--- config.mk ---
export PLATFORM = sky130hd
export DESIGN_NAME = sdram_bist
export DESIGN_NICKNAME = d
export VERILOG_FILES = /design/src/rtl/sdram_bist_pkg.sv /design/src/rtl/sdram_bist_pattern.sv /design/src/rtl/sdram_bist.sv
export SDC_FILE = /design/constraint.sdc
export NUM_CORES = 1
export LEC_CHECK = 0
export CAP_MARGIN = 10
export CORE_AREA = 2 2 171 173
export DETAILED_ROUTE_END_ITERATION = 6
export DIE_AREA = 0 0 173 175
export SYNTH_ARGS = -nofsm -noshare
export SYNTH_HDL_FRONTEND = slang
export SYNTH_HIERARCHICAL = 1
export SYNTH_SLANG_ARGS = --single-unit
--- constraint.sdc ---
create_clock -name clk -period 4.1 [get_ports clk]
set_clock_uncertainty 0.05 [all_clocks]
set_input_delay 0.615 -clock clk [delete_from_list [all_inputs] [get_ports clk]]
set_output_delay 0.615 -clock clk [all_outputs]
set_load 0.02 [all_outputs]
--- src/rtl/sdram_bist_pkg.sv ---
// rtl/sdram_bist_pkg.sv - shared types and constants for the SDRAM traffic generator/checker
package sdram_bist_pkg;

  typedef enum logic [2:0] {
    S_IDLE,
    S_WR_REQ,
    S_WR_DATA,
    S_WR_WAIT,
    S_RD_REQ,
    S_RD_DATA,
    S_RD_WAIT,
    S_DONE
  } state_t;

  localparam logic [1:0] MODE_ALT  = 2'd0;
  localparam logic [1:0] MODE_INC  = 2'd1;
  localparam logic [1:0] MODE_LFSR = 2'd2;

  // Fibonacci taps 16,14,13,11 as bit positions 15,13,12,10
  localparam logic [15:0] LFSR_TAPS = 16'hB400;

  function automatic logic [15:0] lfsr_next(input logic [15:0] s);
    return {s[14:0], ^(s & LFSR_TAPS)};
  endfunction

endpackage

--- src/rtl/sdram_bist_pattern.sv ---
// rtl/sdram_bist_pattern.sv - data pattern for word index k; SDRAM_BIST_LFSR_EN builds the LFSR mode
module sdram_bist_pattern
  import sdram_bist_pkg::*;
#(
  parameter int DATA_W = 16,
  parameter int K_W    = 6
) (
  input  logic              clk,
  input  logic              rst_n,
  input  logic              load,
  input  logic              step,
  input  logic [1:0]        mode,
  input  logic [DATA_W-1:0] seed,
  input  logic [K_W-1:0]    k,
  output logic [DATA_W-1:0] word
);

`ifdef SDRAM_BIST_LFSR_EN
  logic [15:0] lfsr;

  // All-zero is the LFSR's lock-up state, so a zero seed is replaced by 1
  always_ff @(posedge clk) begin
    if (!rst_n) begin
      lfsr <= '0;
    end else if (load) begin
      lfsr <= (16'(seed) == 16'h0) ? 16'h0001 : 16'(seed);
    end else if (step) begin
      lfsr <= lfsr_next(lfsr);
    end
  end
`else
  wire unused_ok = ^{clk, rst_n, load, step};
`endif

  always_comb begin
    word = k[0] ? ~seed : seed;
    if (mode == MODE_INC) word = seed + DATA_W'(k);
`ifdef SDRAM_BIST_LFSR_EN
    if (mode == MODE_LFSR) word = DATA_W'(lfsr);
`endif
  end

endmodule

--- src/rtl/sdram_bist.sv ---
// rtl/sdram_bist.sv - write/read-back traffic generator and checker for sdram_core
// SDRAM_BIST_LFSR_EN enables the LFSR pattern mode.
module sdram_bist
  import sdram_bist_pkg::*;
#(
  parameter int DATA_W      = 16,
  parameter int ADDR_W      = 24,
  parameter int NUM_W       = 10,
  parameter int BURST_LEN   = 8,
  parameter int NUM_BURSTS  = 4,
  parameter int ADDR_STRIDE = 512,
  parameter int TIMEOUT     = 4096
) (
  input  logic              clk,
  input  logic              rst_n,
  input  logic              start,
  input  logic [1:0]        mode,
  input  logic [DATA_W-1:0] seed,
  input  logic [ADDR_W-1:0] base_addr,
  output logic [ADDR_W-1:0] wr_addr,
  output logic [ADDR_W-1:0] rd_addr,
  output logic [NUM_W-1:0]  wr_num,
  output logic [NUM_W-1:0]  rd_num,
  output logic [DATA_W-1:0] wr_data,
  output logic              wr_request,
  output logic              rd_request,
  input  logic              wr_allow,
  input  logic              rd_allow,
  input  logic [DATA_W-1:0] rd_data,
  input  logic              busy,
  output logic              running,
  output logic              done,
  output logic              pass,
  output logic [15:0]       err_cnt,
  output logic [ADDR_W-1:0] first_err_addr,
  output logic [DATA_W-1:0] first_err_data,
  output logic              timeout,
  output logic              proto_err
);

  localparam int K_W  = $clog2(NUM_BURSTS * BURST_LEN + 1);
  localparam int B_W  = $clog2(NUM_BURSTS + 1);
  localparam int WD_W = $clog2(TIMEOUT + 1);

  state_t              state, state_nx;
  logic [NUM_W-1:0]    beat;
  logic [B_W-1:0]      burst;
  logic [K_W-1:0]      k;
  logic [WD_W-1:0]     wd;
  logic [ADDR_W-1:0]   base_q, burst_addr;
  logic [1:0]          mode_q;
  logic [DATA_W-1:0]   seed_q, exp_word;
  logic                start_ok, wr_beat, rd_beat, last_beat, last_burst, wd_fire;

  assign start_ok   = start && (state == S_IDLE || state == S_DONE);
  assign wr_beat    = (state == S_WR_DATA) && wr_allow;
  assign rd_beat    = (state == S_RD_DATA) && rd_allow;
  assign last_beat  = (beat == NUM_W'(BURST_LEN - 1));
  assign last_burst = (burst == B_W'(NUM_BURSTS - 1));

  assign running    = (state != S_IDLE) && (state != S_DONE);
  assign done       = (state == S_DONE);
  assign pass       = done && (err_cnt == 16'h0) && !timeout && !proto_err;
  assign wr_request = (state == S_WR_REQ) && !busy;
  assign rd_request = (state == S_RD_REQ) && !busy;
  assign wr_addr    = burst_addr;
  assign rd_addr    = burst_addr;
  assign wr_num     = NUM_W'(BURST_LEN);
  assign rd_num     = NUM_W'(BURST_LEN);

  always_ff @(posedge clk) begin
    if (!rst_n) state <= S_IDLE;
    else        state <= state_nx;
  end

  always_comb begin
    state_nx = state;
    wd_fire  = 1'b0;
    case (state)
      S_IDLE, S_DONE: if (start)                 state_nx = S_WR_REQ;
      S_WR_REQ:       if (!busy)                 state_nx = S_WR_DATA;
      S_WR_DATA:      if (wr_allow && last_beat) state_nx = S_WR_WAIT;
      S_WR_WAIT:      if (!busy)                 state_nx = last_burst ? S_RD_REQ : S_WR_REQ;
      S_RD_REQ:       if (!busy)                 state_nx = S_RD_DATA;
      S_RD_DATA:      if (rd_allow && last_beat) state_nx = S_RD_WAIT;
      S_RD_WAIT:      if (!busy)                 state_nx = last_burst ? S_DONE : S_RD_REQ;
      default:                                   state_nx = S_IDLE;
    endcase
    // Watchdog only bites when the state would otherwise stay put
    if (running && wd == WD_W'(TIMEOUT - 1) && state_nx == state) begin
      state_nx = S_DONE;
      wd_fire  = 1'b1;
    end
  end

  always_ff @(posedge clk) begin
    if (!rst_n) begin
      beat <= '0; burst <= '0; k <= '0; wd <= '0;
      base_q <= '0; burst_addr <= '0; mode_q <= '0; seed_q <= '0;
      err_cnt <= '0; first_err_addr <= '0; first_err_data <= '0;
      timeout <= 1'b0; proto_err <= 1'b0;
    end else begin
      wd <= (state_nx != state) ? '0 : (running ? wd + WD_W'(1) : wd);
      if (start_ok) begin
        mode_q <= mode; seed_q <= seed; base_q <= base_addr; burst_addr <= base_addr;
        beat <= '0; burst <= '0; k <= '0;
        err_cnt <= '0; first_err_addr <= '0; first_err_data <= '0;
        timeout <= 1'b0; proto_err <= 1'b0;
      end else begin
        if (wr_beat || rd_beat) begin
          k    <= k + K_W'(1);
          beat <= last_beat ? '0 : beat + NUM_W'(1);
        end
        if ((state == S_WR_WAIT && state_nx == S_WR_REQ) ||
            (state == S_RD_WAIT && state_nx == S_RD_REQ)) begin
          burst      <= burst + B_W'(1);
          burst_addr <= burst_addr + ADDR_W'(ADDR_STRIDE);
        end
        if (state == S_WR_WAIT && state_nx == S_RD_REQ) begin
          burst      <= '0;
          burst_addr <= base_q;
          k          <= '0;
        end
        if (rd_beat && rd_data != exp_word) begin
          if (err_cnt != 16'hFFFF) err_cnt <= err_cnt + 16'd1;
          if (err_cnt == 16'h0) begin
            first_err_addr <= burst_addr + ADDR_W'(beat);
            first_err_data <= rd_data;
          end
        end
        if (wd_fire) timeout <= 1'b1;
        if ((wr_allow && state != S_WR_DATA) || (rd_allow && state != S_RD_DATA))
          proto_err <= 1'b1;
      end
    end
  end

  sdram_bist_pattern #(.DATA_W(DATA_W), .K_W(K_W)) u_wr_pat (
    .clk   (clk),
    .rst_n (rst_n),
    .load  (state == S_WR_REQ && burst == '0),
    .step  (wr_beat),
    .mode  (mode_q),
    .seed  (seed_q),
    .k     (k),
    .word  (wr_data)
  );

  sdram_bist_pattern #(.DATA_W(DATA_W), .K_W(K_W)) u_rd_pat (
    .clk   (clk),
    .rst_n (rst_n),
    .load  (state == S_RD_REQ && burst == '0),
    .step  (rd_beat),
    .mode  (mode_q),
    .seed  (seed_q),
    .k     (k),
    .word  (exp_word)
  );

endmodule

# Yosys cells after proc, flatten, opt, wreduce, memory -nomap -nowiden
# Cells that the tools add are included.
[totals]
ramBits = 0
n_memories = 0
ff_bits = 159
wordCells = 98
latchBits = 0
mem_bits_ro = 0
[classes]
div = 0
shift = 0
n_reduce_logical = 36
n_addsub = 8
magnitude_cmp = 0
eq_ne = 20
mul = 0
bitwise_logic = 2
mux = 18
[ops]
columns = ["operator", "n"]
rows = [
  ["24-bit 2-to-1 mux", 3],
  ["16-bit 2-to-1 mux", 2],
  ["3-bit 2-to-1 mux", 9],
  ["24-bit by 10-bit adder with 24-bit output", 1],
  ["24-bit by 10-bit adder with 24-bit output (second input constant)", 1],
  ["3-bit one-hot mux with 7 select lines", 1],
  ["1-bit logical AND", 19],
  ["16-bit by 1-bit adder with 16-bit output (second input constant)", 1],
  ["16-bit by 6-bit adder with 16-bit output", 1],
  ["16-bit logical NOT", 1],
  ["16-bit != test", 1],
  ["16-bit != test (second input constant)", 1],
  ["16-bit NOT", 1],
  ["3-bit == test (second input constant)", 5],
  ["13-bit by 1-bit adder with 13-bit output (second input constant)", 1],
  ["13-bit by 12-bit == test with 1-bit output (second input constant)", 1],
  ["10-bit by 1-bit adder with 10-bit output (second input constant)", 1],
  ["10-bit by 3-bit == test with 1-bit output (second input constant)", 1],
  ["10-bit 2-to-1 mux", 1],
  ["3-bit by 2-bit == test with 1-bit output (second input constant)", 3],
  ["6-bit by 1-bit adder with 6-bit output (second input constant)", 1],
  ["3-bit by 1-bit == test with 1-bit output (second input constant)", 2],
  ["3-bit != test (second input constant)", 2],
  ["3-bit nonzero test", 2],
  ["14 further kinds", 22],
]

# Depth between registers and ports, before layout
[logic_depth]
ltp_word = 13
depth_mapped = 14
depth_no_buf = 12

# By module
# Netlist, hierarchy kept.
[by_module_without_submodules]
columns = ["module", "cells_per_inst", "n_inst", "area_each_um2"]
rows = [
  ["sdram_bist", 1003, 1, 8520.7],
  ["sdram_bist_pattern", 79, 2, 628.1],
]

# Worst setup path after synthesis
# OpenSTA, ideal clock, no wires.
[synth_path]
path_kind = "reg-to-reg"
startpoint = "register k[0]"
endpoint = "register first_err_data[0]"
period_less_slack_ns = 3.225
stages_incl_launch_ff = 15
path_buffers = 2
slack_ns = 0.875
setup_ns = 0.128
required_time_ns = 3.922
arrival_time_ns = 3.047
path_cell_list = "dfxtp_1 ha_1 fa_1 a21o_1 a2bb2oi_2 a22oi_1 xor2_1 xnor2_1 nand4_1 nor4_4 nor3_1 buf_2 buf_4 mux2i_1 nor2_1"
[synth_between]
elab_chain_len = 5
[synth_lines]
columns = ["element", "line_no", "rtl"]
rows = [
  ["start: declaration", "sdram_bist.sv:48", "logic [K_W-1:0] k;"],
  ["start signal: assignment", "sdram_bist.sv:111", "k <= k + K_W'(1);"],
  ["16-bit by 6-bit adder with 16-bit output / 16-bit 2-to-1 mux (equally long branches)", "sdram_bist_pattern.sv:37, sdram_bist_pattern.sv:36", ""],
  ["16-bit 2-to-1 mux (*)", "sdram_bist_pattern.sv:37", "if (mode == MODE_INC) word = seed + DATA_W'(k);"],
  ["named net exp_word[14]", "sdram_bist.sv:52", "logic [DATA_W-1:0] seed_q, exp_word;"],
  ["16-bit != test (*)", "sdram_bist.sv:124", "if (rd_beat && rd_data != exp_word) begin"],
  ["1-bit logical AND (*)", "sdram_bist.sv:124", ""],
  ["2-bit AND reduction (no line) (*)", "--", ""],
  ["end signal: assignment", "sdram_bist.sv:128", "first_err_data <= rd_data;"],
  ["end: declaration", "sdram_bist.sv:36", "output logic [DATA_W-1:0] first_err_data,"],
]
# The timed path passes the listed nets; every way through them passes the cells marked *.
# A chain may end at the register's enable or synchronous reset.

# Final worst setup path
[layout_path]
startpoint = "register k[0]"
endpoint = "output wr_data[14]"
[layout_between]
elab_chain_len = 2
[layout_lines]
columns = ["element", "line_no", "rtl"]
rows = [
  ["16-bit by 6-bit adder with 16-bit output / 16-bit 2-to-1 mux (equally long branches)", "sdram_bist_pattern.sv:37, sdram_bist_pattern.sv:36", ""],
  ["16-bit 2-to-1 mux (*)", "sdram_bist_pattern.sv:37", ""],
  ["end: declaration", "sdram_bist.sv:24", "output logic [DATA_W-1:0] wr_data,"],
]
# Every way passes the cells marked *; elsewhere a longest branch is shown, timed or not.

==> results.tsv <==
stage	metric	value	unit
floorplanning	ioPinCount	211	
min_path	hold_start	base_q[11]	
drt	wl_per_cell	17.0	um
cts	post_cts_resized	0	
drt	wl	28700	um
floorplanning	die-area	30300	sq um
worst_setup_path	startpoint_type	register	
placement	dpl.hpwl	21000	um
finish	final_cells	1689	
worst_setup_path	arrival	3.19	ns
cts	cts_hold_buffers	0	
power	power_frac_comb	24.3	%
global_routing	grt_pass1_vias	8293	
power	clkPwrFrac	35.2	%
finish	area_delta_synth_final	25.2	%
cts	tritoncts	yes	
synth	synth_area_per_cell	8.43	sq um
min_path	min_to	base_q[11]	
finish	drive_above_1_share	8.28	%
cts	clock_path_buffers	2	
power	power_switching	0.00147	W
global_routing	grt_pass1_wl	45200	um
global_routing	gr-usage-met2	31.5	%
global_routing	antenna_found_initial	2	
min_path	hp-class	register to register	
worst_setup_path	crit_type	register to output port	
sta	worst_slew_pin_slew	1.08	ns
power	pwr-share-seq	40.5	%
worst_setup_path	crit_required	3.43	ns
global_routing	track_usage	18.7	%
cts	cts-root-buf	clkbuf_16	
cts	clock_sinks	159	
global_routing	top_usage_layer	met2	
job	cap_violations	0	
sta	slew_viol_final	0	
worst_setup_path	path_max_fanout	20	
floorplanning	core	28400	sq um
power	peakVddDrop	257	uV
worst_setup_path	r2r_end	first_err_addr[7]	
sta	rsz0062_at_grt	no	
sta	max_freq	0.259	GHz
floorplanning	num_rows	62	
global_routing	grtUsageMet1	23.7	%
drt	drc	0	
floorplanning	fp.dieH	175	um
power	total_leakage_power	4.51	nW
sta	fin_crit_sh	94.1	%
sta	holdWs	0.405	ns
synth	syn_area	9760	sq um
floorplanning	floorplan.initialDensity	34.4	%
cts	insertion_delay	0.43	ns
power	sw_frac_of_total	33.5	%
floorplanning	fp.dieW	173	um
global_routing	grt_max_degree	57	
global_routing	grt_use_met3	3.68	%
drt	ant_nets	0	
power	p_total	0.00439	W
placement	numPortBuffers	190	
cts	cts_setup_buffers	0	
worst_setup_path	reg2reg_slack	0.35	ns
sta	setup_viol	0	
sta	slew_headroom	27.7	%
status	outcome	finished clean	
drt	routed_via_density	5.15	
placement	gp_congestion	0.887	
drt	drtIter0Drc	714	
drt	via_count	8701	
min_path	hold_depth	2	
finish	fin_nets	1389	
worst_setup_path	r2r_start	seed_q[0]	
sta	tns	0	ns
cts	cts_buffers	17	
global_routing	grt-ovfl-total	0	
power	p_int	0.00292	W
placement	dpl.cell_count	1656	
cts	clk_pin_slew	0.06	ns
worst_setup_path	cp-end-kind	output port	
cts	htreeDepth	4	
sta	finalHoldViolCount	0	
drt	drtPass1Iterations	7	
worst_setup_path	r2r_cells	13	
synth	syn_inst	1158	
synth	synth_warnings	6	
power	power_density	359	nW/um^2
sta	fin_crit	3.86	ns
## per-stage QoR
step	area (sq um)	util [%]	setup WS (ns)
after global placement	11600	41.0	0.472
after detailed placement	11600	41.0	0.440
final	12200	43.0	0.241
after floorplan	9830	-	0.875
after CTS	12200	43.0	0.263
after global routing	12200	43.0	0.120
## how the worst max path moves through the flow
stage	slack, ns	endpoint	start
3_3_place_gp	0.47	first_err_addr[9]	seed_q[0]
4_1_cts	0.26	wr_data[12]	k[0]
6_report	0.24	wr_data[14]	k[0]
5_1_grt	0.12	first_err_addr[23]	seed_q[0]
2_1_floorplan	0.88	first_err_data[0]	k[0]
3_5_place_dp	0.44	first_err_addr[8]	seed_q[0]
## flip-flops by register name, summed over array words and instances (netlist names)
name	count
proto_err	1
base_q	24
seed_q	16
state	3
timeout	1
burst	3
rd_addr	24
first_err_data	16
wd	13
beat	10
mode_q	2
k	6
first_err_addr	24
err_cnt	16
## worst max-delay path: stages, from the launching register on
cell	delay, ns
dfxtp_1	0.31
buf_4	0.22
ha_1	0.27
fa_1	0.43
a21o_1	0.23
a2bb2oi_2	0.26
a22oi_1	0.14
xor2_1	0.25
clkdlybuf4s50_1	0.65
## power by group through the flow
stage / clock network [W] / registers, W / logic (W)
3_5_place_dp: 0 / 0.00181 / 0.00106
3_3_place_gp: 0 / 0.00181 / 0.00106
6_report: 0.00154 / 0.00178 / 0.00107
2_1_floorplan: 0 / 0.00177 / 0.000743
5_1_grt: 0.00165 / 0.00179 / 0.00116
4_1_cts: 0.00158 / 0.00178 / 0.00107
## layout make-up
class | instances | area [sq um]
antenna | 1 | 2.50
clock buffer | 21 | 470
clock inverter | 11 | 98.8
fill | 2844 | 16200
inverter | 27 | 101
multi-input combinational | 881 | 5870
sequential | 159 | 3180
tap | 384 | 480
timing repair buffer | 205 | 2010
## cells in the final DEF, fill, tap and decap left out, types with 5 or more instances in the layout
| cell | count |
|---|---|
| and4_1 | 5 |
| a31o_2 | 6 |
| a211oi_2 | 11 |
| nor2_1 | 91 |
| clkdlybuf4s50_1 | 190 |
| a22oi_1 | 6 |
| o21a_1 | 5 |
| nand4_1 | 29 |
| nand3_1 | 21 |
| a211oi_1 | 14 |
| and2_1 | 5 |
| o211ai_1 | 7 |
| nor4_1 | 10 |
| a21oi_1 | 97 |
| nor3_1 | 19 |
| or3_1 | 7 |
| mux2i_1 | 27 |
| dfxtp_1 | 159 |
| a311oi_1 | 5 |
| nand2_1 | 155 |
| nand2b_1 | 5 |
| ha_1 | 31 |
| nor2b_1 | 5 |
| o21ai_1 | 5 |
| o31ai_1 | 6 |
| xor2_1 | 57 |
| a31oi_1 | 9 |
| conb_1 | 20 |
| o21ai_0 | 42 |
| and3_1 | 17 |
| buf_4 | 15 |
| a21o_1 | 8 |
| inv_1 | 26 |
| o22a_1 | 8 |
| xnor2_1 | 52 |
| clkbuf_16 | 17 |
## metal layers
| layer | vias to the layer above | part of all wire [%] |
|---|---|---|
| li1 | 4319 | - |
| met1 | 4117 | 45 |
| met2 | 224 | 49 |
| met4 | 0 | 2.4 |
| met5 | - | 0 |
| met3 | 41 | 4.3 |
Note: power is estimated with default switching activity, not from simulation.
